<file path="src/rtl/filter_pkg.sv">
// Shared types and helpers for the 3x3 line-buffer filter frame sequencer.
// Holds the sequencer phase encoding, pixel width and padding helper.
package filter_pkg;

  localparam int PIX_W = 24;

  typedef enum logic [2:0] {
    SEQ_IDLE    = 3'd0,
    SEQ_PAD_TOP = 3'd1,
    SEQ_BODY    = 3'd2,
    SEQ_PAD_BOT = 3'd3,
    SEQ_FLUSH   = 3'd4
  } seq_state_t;

  function automatic int PAD_OF(input int k);
    return (k - 1) / 2;
  endfunction

endpackage

</file>
<file path="src/rtl/filter_frame_sequencer_pos_cnt.sv">
// Column/row position counter for the padded frame walk.
// Column wraps at COL_LAST; row wraps at row_last and flags the phase end.
module filter_seq_pos_cnt #(
  parameter int COL_LAST = 5,
  parameter int COL_W    = 3,
  parameter int ROW_W    = 2
) (
  input  logic             clk,
  input  logic             reset,
  input  logic             clr,
  input  logic             adv,
  input  logic [ROW_W-1:0] row_last,
  output logic [COL_W-1:0] col,
  output logic             phase_end
);

  logic [COL_W-1:0] col_q, col_d;
  logic [ROW_W-1:0] row_q, row_d;
  logic             col_wrap;
  logic             row_wrap;

  assign col_wrap  = (col_q == COL_W'(COL_LAST));
  assign row_wrap  = (row_q == row_last);
  assign phase_end = adv & col_wrap & row_wrap;
  assign col       = col_q;

  always_comb begin
    col_d = col_q;
    row_d = row_q;
    if (clr) begin
      col_d = '0;
      row_d = '0;
    end else if (adv) begin
      if (col_wrap) begin
        col_d = '0;
        row_d = row_wrap ? '0 : row_q + 1'b1;
      end else begin
        col_d = col_q + 1'b1;
      end
    end
  end

  always_ff @(posedge clk) begin
    if (reset) begin
      col_q <= '0;
      row_q <= '0;
    end else begin
      col_q <= col_d;
      row_q <= row_d;
    end
  end

endmodule

</file>
<file path="src/rtl/filter_frame_sequencer.sv">
// Frame sequencer: pads the pixel stream, flushes the filter, counts outputs.
// Optional FILTER_SEQ_STALL_CNT_EN adds a BODY input-stall counter.
module filter_frame_sequencer
  import filter_pkg::*;
#(
  parameter int WIDTH        = 320,
  parameter int HEIGHT       = 240,
  parameter int KERNEL_SIZE  = 3,
  parameter int FLUSH_CYCLES = 16
) (
  input  logic             clk,
  input  logic             reset,
  input  logic             start,
  output logic             busy,
  output logic             frame_done,
  input  logic             in_valid,
  output logic             in_ready,
  input  logic [PIX_W-1:0] in_data,
  output logic             filt_valid,
  output logic [PIX_W-1:0] filt_data,
  input  logic             filt_o_valid,
  input  logic [PIX_W-1:0] filt_o_data,
  output logic             out_valid,
  output logic [PIX_W-1:0] out_data,
  output logic [17:0]      out_pix_cnt,
  output logic             cnt_err
`ifdef FILTER_SEQ_STALL_CNT_EN
  ,
  output logic [19:0]      stall_cnt
`endif
);

  localparam int PAD     = PAD_OF(KERNEL_SIZE);
  localparam int ROW_LEN = WIDTH + 2 * PAD;
  localparam int COL_W   = $clog2(ROW_LEN + 1);
  localparam int ROW_W   = $clog2(HEIGHT + 1);
  localparam int FL_W    = $clog2(FLUSH_CYCLES + 1);

  localparam logic [2:0] IDLE    = SEQ_IDLE;
  localparam logic [2:0] PAD_TOP = SEQ_PAD_TOP;
  localparam logic [2:0] BODY    = SEQ_BODY;
  localparam logic [2:0] PAD_BOT = SEQ_PAD_BOT;
  localparam logic [2:0] FLUSH   = SEQ_FLUSH;

  logic [2:0]       state_q, state_d;
  logic [FL_W-1:0]  flush_q, flush_d;
  logic             filt_valid_q;
  logic [PIX_W-1:0] filt_data_q, filt_data_d;
  logic             frame_done_q, frame_done_d;
  logic             out_valid_q, out_valid_d;
  logic [PIX_W-1:0] out_data_q;
  logic [17:0]      pix_cnt_q, pix_cnt_d, pix_cnt_nx;
  logic             cnt_err_q, cnt_err_d;

  logic             strobe;
  logic [PIX_W-1:0] pix;
  logic             adv;
  logic             clr;
  logic             start_acc;
  logic             interior;
  logic [COL_W-1:0] col;
  logic [ROW_W-1:0] row_last;
  logic             phase_end;

  filter_seq_pos_cnt #(
    .COL_LAST (ROW_LEN - 1),
    .COL_W    (COL_W),
    .ROW_W    (ROW_W)
  ) u_pos (
    .clk       (clk),
    .reset     (reset),
    .clr       (clr),
    .adv       (adv),
    .row_last  (row_last),
    .col       (col),
    .phase_end (phase_end)
  );

  assign interior  = (col >= COL_W'(PAD)) && (col < COL_W'(WIDTH + PAD));
  assign in_ready  = (state_q == BODY) && interior;
  assign row_last  = (state_q == BODY) ? ROW_W'(HEIGHT - 1) : ROW_W'(PAD - 1);
  assign start_acc = (state_q == IDLE) && start && !frame_done_q;

  always_comb begin
    state_d      = state_q;
    flush_d      = flush_q;
    frame_done_d = 1'b0;
    strobe       = 1'b0;
    pix          = '0;
    adv          = 1'b0;
    clr          = 1'b0;
    unique case (state_q)
      IDLE: begin
        if (start_acc) begin
          state_d = PAD_TOP;
          clr     = 1'b1;
        end
      end
      PAD_TOP: begin
        strobe = 1'b1;
        adv    = 1'b1;
        if (phase_end) state_d = BODY;
      end
      BODY: begin
        // interior columns stall the walk when upstream has no pixel
        strobe = interior ? in_valid : 1'b1;
        pix    = interior ? in_data : '0;
        adv    = strobe;
        if (phase_end) state_d = PAD_BOT;
      end
      PAD_BOT: begin
        strobe = 1'b1;
        adv    = 1'b1;
        if (phase_end) begin
          state_d = FLUSH;
          flush_d = '0;
        end
      end
      FLUSH: begin
        // one trailing idle cycle lets the last strobe land before done
        strobe = (flush_q != FL_W'(FLUSH_CYCLES));
        if (flush_q == FL_W'(FLUSH_CYCLES)) begin
          state_d      = IDLE;
          frame_done_d = 1'b1;
        end else begin
          flush_d = flush_q + 1'b1;
        end
      end
      default: state_d = IDLE;
    endcase
  end

  assign filt_data_d = strobe ? pix : '0;
  assign out_valid_d = filt_o_valid && (state_q != IDLE);

  always_comb begin
    pix_cnt_nx = pix_cnt_q;
    if (out_valid_q && (pix_cnt_q != '1)) pix_cnt_nx = pix_cnt_q + 1'b1;
    pix_cnt_d = start_acc ? '0 : pix_cnt_nx;
    cnt_err_d = cnt_err_q |
                (frame_done_q && (pix_cnt_nx != 18'(WIDTH * HEIGHT)));
  end

  always_ff @(posedge clk) begin
    if (reset) begin
      state_q      <= IDLE;
      flush_q      <= '0;
      filt_valid_q <= 1'b0;
      filt_data_q  <= '0;
      frame_done_q <= 1'b0;
      out_valid_q  <= 1'b0;
      out_data_q   <= '0;
      pix_cnt_q    <= '0;
      cnt_err_q    <= 1'b0;
    end else begin
      state_q      <= state_d;
      flush_q      <= flush_d;
      filt_valid_q <= strobe;
      filt_data_q  <= filt_data_d;
      frame_done_q <= frame_done_d;
      out_valid_q  <= out_valid_d;
      out_data_q   <= filt_o_data;
      pix_cnt_q    <= pix_cnt_d;
      cnt_err_q    <= cnt_err_d;
    end
  end

  assign busy        = (state_q != IDLE);
  assign frame_done  = frame_done_q;
  assign filt_valid  = filt_valid_q;
  assign filt_data   = filt_data_q;
  assign out_valid   = out_valid_q;
  assign out_data    = out_data_q;
  assign out_pix_cnt = pix_cnt_q;
  assign cnt_err     = cnt_err_q;

`ifdef FILTER_SEQ_STALL_CNT_EN
  logic [19:0] stall_q, stall_d;

  always_comb begin
    stall_d = stall_q;
    if (start_acc) stall_d = '0;
    else if (in_ready && !in_valid && (stall_q != '1))
      stall_d = stall_q + 1'b1;
  end

  always_ff @(posedge clk) begin
    if (reset) stall_q <= '0;
    else       stall_q <= stall_d;
  end

  assign stall_cnt = stall_q;
`endif

endmodule

</file>
<file path="config.mk">
export PLATFORM = sky130hd
export DESIGN_NAME = filter_frame_sequencer
export DESIGN_NICKNAME = d
export VERILOG_FILES = /design/src/rtl/filter_pkg.sv /design/src/rtl/filter_frame_sequencer_pos_cnt.sv /design/src/rtl/filter_frame_sequencer.sv
export SDC_FILE = /design/constraint.sdc
export NUM_CORES = 1
export LEC_CHECK = 0
export ABC_AREA = 1
export CAP_MARGIN = 20
export CORE_MARGIN = 8
export CORE_UTILIZATION = 45
export CTS_CLUSTER_SIZE = 40
export DETAILED_ROUTE_END_ITERATION = 16
export DONT_BUFFER_PORTS = 1
export PLACE_DENSITY_LB_ADDON = 0.15
export SETUP_SLACK_MARGIN = 0.4
export SLEW_MARGIN = 20
export SYNTH_ARGS = -nofsm -noshare
export SYNTH_HDL_FRONTEND = slang
export SYNTH_SLANG_ARGS = --single-unit
</file>
<file path="constraint.sdc">
create_clock -name clk -period 2.4 [get_ports clk]
set_input_delay 0.36 -clock clk [delete_from_list [all_inputs] [get_ports clk]]
set_output_delay 0.36 -clock clk [all_outputs]
set_load 0.1 [all_outputs]
</file>
; Word level (Yosys, flattened, before mapping)
; Cells that the tools add are included.
[word_totals]
reg_bits = 95
wordCells = 78
[op_classes]
n_addsub = 4
order_cmp = 2
n_eq_ne = 16
muxes = 19
bitwise = 7
reduce_logical = 19
[op_table]
columns = operator, count
row1 = $add A18 B1 Y18 const B, 1
row2 = $mux W18, 1
row3 = $ne A18 B17 Y1 const B, 1
row4 = $ne A18 B18 Y1 const B, 1
row5 = $mux W8, 2
row6 = $mux W3, 5
row7 = $pmux W3 S5, 1
row8 = $ne A2 B2 Y1 const B, 6
row9 = $mux W5, 2
row10 = $pmux W5 S2, 1
row11 = $add A9 B1 Y9 const B, 1
row12 = $eq A9 B9 Y1 const B, 1
row13 = $ge A9 B1 Y1 const B, 1
row14 = $lt A9 B9 Y1 const B, 1
row15 = $mux W9, 1
row16 = $add A8 B1 Y8 const B, 1
row17 = $eq A8 B8 Y1, 1
row18 = $reduce_or A2 Y1, 4
row19 = $logic_and A1 B1 Y1, 7
row20 = $eq A3 B2 Y1 const B, 2
row21 = $add A5 B1 Y5 const B, 1
row22 = $eq A5 B5 Y1 const B, 1
row23 = $ne A5 B5 Y1 const B, 1
row24 = $reduce_and A5 Y1, 1
row25 = other kinds (15), 22

; Longest topological paths before layout
[logic_depth]
ltp_word = 8
ltp_mapped = 16

; Modules after synthesis
; From an unflattened synthesis, not the netlist that was laid out.
[unflattened]
cells_unflattened = 628
hier_area_um2 = 4342.9
[by_module_without_submodules]
columns = module, n_inst, cells_per_inst, area_each_um2, seq_area_each_um2
row1 = filter_frame_sequencer, 1, 464, 3244.4, 1561.5
row2 = filter_seq_pos_cnt, 1, 164, 1098.6, 340.3

; Worst setup path before layout
; OpenSTA, ideal clock, no wires.
[synth_path]
path_type = register to register
from = register u_pos.col_q[3], in the netlist u_pos.col[3]
to = register filt_data_q[10], in the netlist filt_data[10]
arrival_ns = 2.761
t_required_ns = 2.336
setup_slack_ns = -0.425
stages_incl_launch_ff = 11
n_path_buf = 1
period_less_slack_ns = 2.825
cell_sequence = dfxtp_1 -> inv_1 -> nand2_1 -> nor2_1 -> inv_1 -> a21oi_1 -> nand2_1 -> nor2_1 -> nand2_1 -> buf_2 -> nor2_1
[synth_via]
elab_chain_cells = 6
word_cells_on_any_way = 8
cone_classes = order compare (2) / mux (2) / bitwise (2) / reduce/logical (2)
[synth_rtl]
columns = item, line_no
row1 = start: declaration, filter_frame_sequencer_pos_cnt.sv:17  ; logic [COL_W-1:0] col_q, col_d;
row2 = start signal: assignment, filter_frame_sequencer_pos_cnt.sv:48  ; col_q <= col_d;
row3 = $ge A9 B1 Y1 or $lt A9 B9 Y1 (tied branches), filter_frame_sequencer.sv:79  ; assign interior = (col >= COL_W'(PAD)) && (col < COL_W'(WIDTH + PAD));
row4 = $logic_and A1 B1 Y1 (*), filter_frame_sequencer.sv:79
row5 = $mux W1, filter_frame_sequencer.sv:106  ; strobe = interior ? in_valid : 1'b1;
row6 = $pmux W1 S3, filter_frame_sequencer.sv:92  ; unique case (state_q)
row7 = $not A1 Y1 (no source line), -
row8 = $reduce_or A4 Y1 (no source line) (*), -
row9 = end signal: assignment, filter_frame_sequencer.sv:159  ; filt_data_q <= filt_data_d;
row10 = end: declaration, filter_frame_sequencer.sv:48  ; logic [PIX_W-1:0] filt_data_q, filt_data_d;
; Mark *: on every way between the ends. The rest lies on a longest branch, timed or not.
; A chain may end at the register's enable or synchronous reset.

; Worst setup path in the final report
[layout_path]
from = register u_pos.col_q[1], in the netlist u_pos.col[1]
to = output in_ready
[layout_via]
elab_chain_cells = 3
word_cells_on_any_way = 4
cone_classes = order compare (2) / reduce/logical (2)
[layout_rtl]
columns = item, line_no
row1 = $ge A9 B1 Y1 or $lt A9 B9 Y1 (tied branches), filter_frame_sequencer.sv:79
row2 = $logic_and A1 B1 Y1 (*), filter_frame_sequencer.sv:79
row3 = $logic_and A1 B1 Y1 (*), filter_frame_sequencer.sv:80  ; assign in_ready = (state_q == BODY) && interior;
row4 = end: declaration, filter_frame_sequencer.sv:17  ; output logic in_ready,
; Marks and branches as above.

==> impl_metrics.tcl <==
set metrics [dict create \
    pwr_density_cell_mw_per_mm2 715 \
    synth_top_area_share_pct 44.5 \
    vias 4050 \
    grt_pass1_wl_mm 17.6 \
    status "completed" \
    top_usage_layer "met2" \
    crit_path_cell_trace "inv_2, ha_2, nand4_1, nand3_1, nand2_2, nor2_4, buf_12" \
    io_pins 125 \
    synth_edf_count 0 \
    yosysSeqAreaShare_pct 44.5 \
    cp_max_fo 3 \
    crit_arrival_ps 1650 \
    start_kind "flip-flop" \
    die_h_um 113 \
    syn_to_final_growth_pct 31.9 \
    ant_nets 0 \
    crit_cells 7 \
    core.rowCount 35 \
    cap_violations 0 \
    grt_use_met2_pct 28.2 \
    skew_ps 17.7 \
    hold_path_depth 1 \
    tns_ps 0 \
    use_met1_pct 18.5 \
    core_area_mm2 0.00924 \
    worst_path_max_delay_cell "dfxtp_2" \
    crit_family "simple AND/OR/NAND/NOR gates" \
    clock-sinks 95 \
    end_kind "primary output" \
    syn_avg_cell_area_um2 7.09 \
    cts_tree "done" \
    synth_cell_types 32 \
    clockBufferDepth 2 \
    fin_crit_sh_pct 83.9 \
    clock_latency_ps 360 \
    gp_congestion 0.914 \
    cts_htree_levels 3 \
    detail_route.wl_per_cell_um 13.9 \
    reg2regPathDepth 15 \
    finalInstanceArea_mm2 0.00563 \
    yosysWarnings 0 \
    critPathKind "reg -> out" \
    die_area_mm2 0.0129 \
    cts_hold_buf 0 \
    max_stage_delay_ps 350 \
    cts.clk_slew.worst_paths_ps 100 \
    synthCells 602 \
    drive_gt1_share_pct 29.5 \
    slew_headroom_pct 71.2 \
    rsz0062_at_grt "true" \
    peakVddDrop_mv 0.453 \
    antenna_found_initial 0 \
    dr.pass1.iters 4 \
    timing.fmax_mhz 497 \
    grt_util_met3_pct 6.97 \
    cts_buffers 9 \
    drcViolationCount 0 \
    synth.area.top_cells "dfxtp_1 45%, nand2_1 12%, nor2_1 9.3%" \
    dp_hpwl_mm 8.45 \
    hold_viol 0 \
    min_period_ps 2010 \
    grt_use_total_pct 16.9 \
    nNetsFinal 760 \
    diodes 0 \
    drv_slew 0 \
    synth_area_mm2 0.00427 \
    yosys.cell_count.top_type "nand2_1" \
    hold_class "in -> reg" \
    required_ps 2040 \
    cts-root-buf "clkbuf_8" \
    synthArstFlopShare_pct 0 \
    dieWidth_um 113 \
    start_util_pct 46.2 \
    overflow 0 \
    grt_pass1_vias 3807 \
    routed_wl_mm 11.6 \
    worst_pin_slew_ps 428 \
    place_area_mm2 0.00503 \
    viasPerCell 4.85 \
    synth-main-ff-cell "dfxtp_1" \
    synth_fp_nets 661 \
    drt_iter0_drc 231 \
    synth_top_area_cell "dfxtp_1" \
    critPathBufInv 2 \
    grt_max_degree 35 \
    synth_seq_cells 95 \
    synth_common_cells "133 x nand2_1, 106 x nor2_1, 96 x inv_1, 95 x dfxtp_1" \
    p_leak_nw 2.64 \
    final-setup-viol-count 0 \
    io_buffers 0 \
]
## metrics by stage
step | util [%] | power (mW) | std cells | hold WS [ps] | setup slack [ps]
4_1_cts | 57.7 | 3.93 | 818 | 33.3 | 290
5_1_grt | 61.0 | 4.22 | 835 | 33.0 | 266
3_3_place_gp | 54.4 | 2.84 | 794 | 427 | 344
2_1_floorplan | - | 2.64 | 602 | 467 | 338
6_report | 61.0 | 4.03 | 835 | 56.9 | 388
3_5_place_dp | 54.4 | 2.86 | 794 | 430 | 304
## metal layers
layer / share of wire, % / wire length (µm)
met5: 0 / 0
met4: 2.2 / 259
met3: 9.0 / 1050
met2: 48 / 5520
met1: 41 / 4740
## report_power, final
group	switching (mW)	internal, mW
combinational	0.940	0.346
sequential	0.0546	1.64
clock	0.613	0.433
total	1.61	2.42
## placed cells by master, fill, tap and decap left out, drive strengths merged
cell type,netlist,layout
a211oi,1,1
a21oi,36,36
buf,6,99
clkbuf,6,10
clkinv,1,1
clkinvlp,0,1
dfxtp,95,95
ha,6,6
inv,100,105
nand2,141,142
nand3,39,39
nand3b,5,5
nand4,10,10
nor2,111,111
nor3,15,15
nor3b,4,4
nor4,3,3
o21ai,9,9
o21bai,1,1
xnor2,5,5
xor2,8,8
## path summary, 6_finish.rpt
kind	from	endpoint	slack, ps
setup reg to reg	out_pix_cnt[0]$_SDFF_PP0_	cnt_err$_SDFF_PP0_	390
hold reg to reg	flush_q[0]$_SDFFE_PP0P_	flush_q[0]$_SDFFE_PP0P_	510
hold / removal	reset	state_q[0]$_SDFFE_PP0P_	60
setup / recovery	u_pos.col[1]$_SDFFE_PP0N_	in_ready	390
## what timing repair did
action                                  in CTS  in global routing
buffers inserted                             8                 16
endpoints found under the setup margin      21                 44
pin swaps                                    3                 18
gates cloned                                 0                  1
gates resized for setup                      9                 52
## state kept, by name (all words and copies together) (netlist names)
signal and cells:
out_data 24, cnt_err 1, frame_done 1, out_pix_cnt 18, u_pos.row_q 8, flush_q 5, u_pos.col 9, out_valid 1
state_q 3, filt_data 24, filt_valid 1
## logic make-up (layout without fill, tap and decap cells)
family	Yosys count	in the layout	synth area share (%)
and+or+nand+nor	328	329	34.6
buffers and inverters	113	216	10.6
DFF	95	95	44.5
AOI/OAI and AO/OA	47	47	5.80
xor gates and xnor gates	13	13	2.67
adders and majority gates	6	6	1.76
## layout make-up
| class | instances | area, µm² |
|---|---|---|
| Timing Repair Buffer | 99 | 823 |
| Tap cell | 129 | 161 |
| Multi-Input combinational cell | 395 | 2090 |
| Clock inverter | 6 | 58.8 |
| Inverter | 101 | 384 |
| Sequential cell | 95 | 1980 |
| Fill cell | 808 | 3610 |
| Clock buffer | 10 | 138 |
Power figures use the tool's default switching activity.
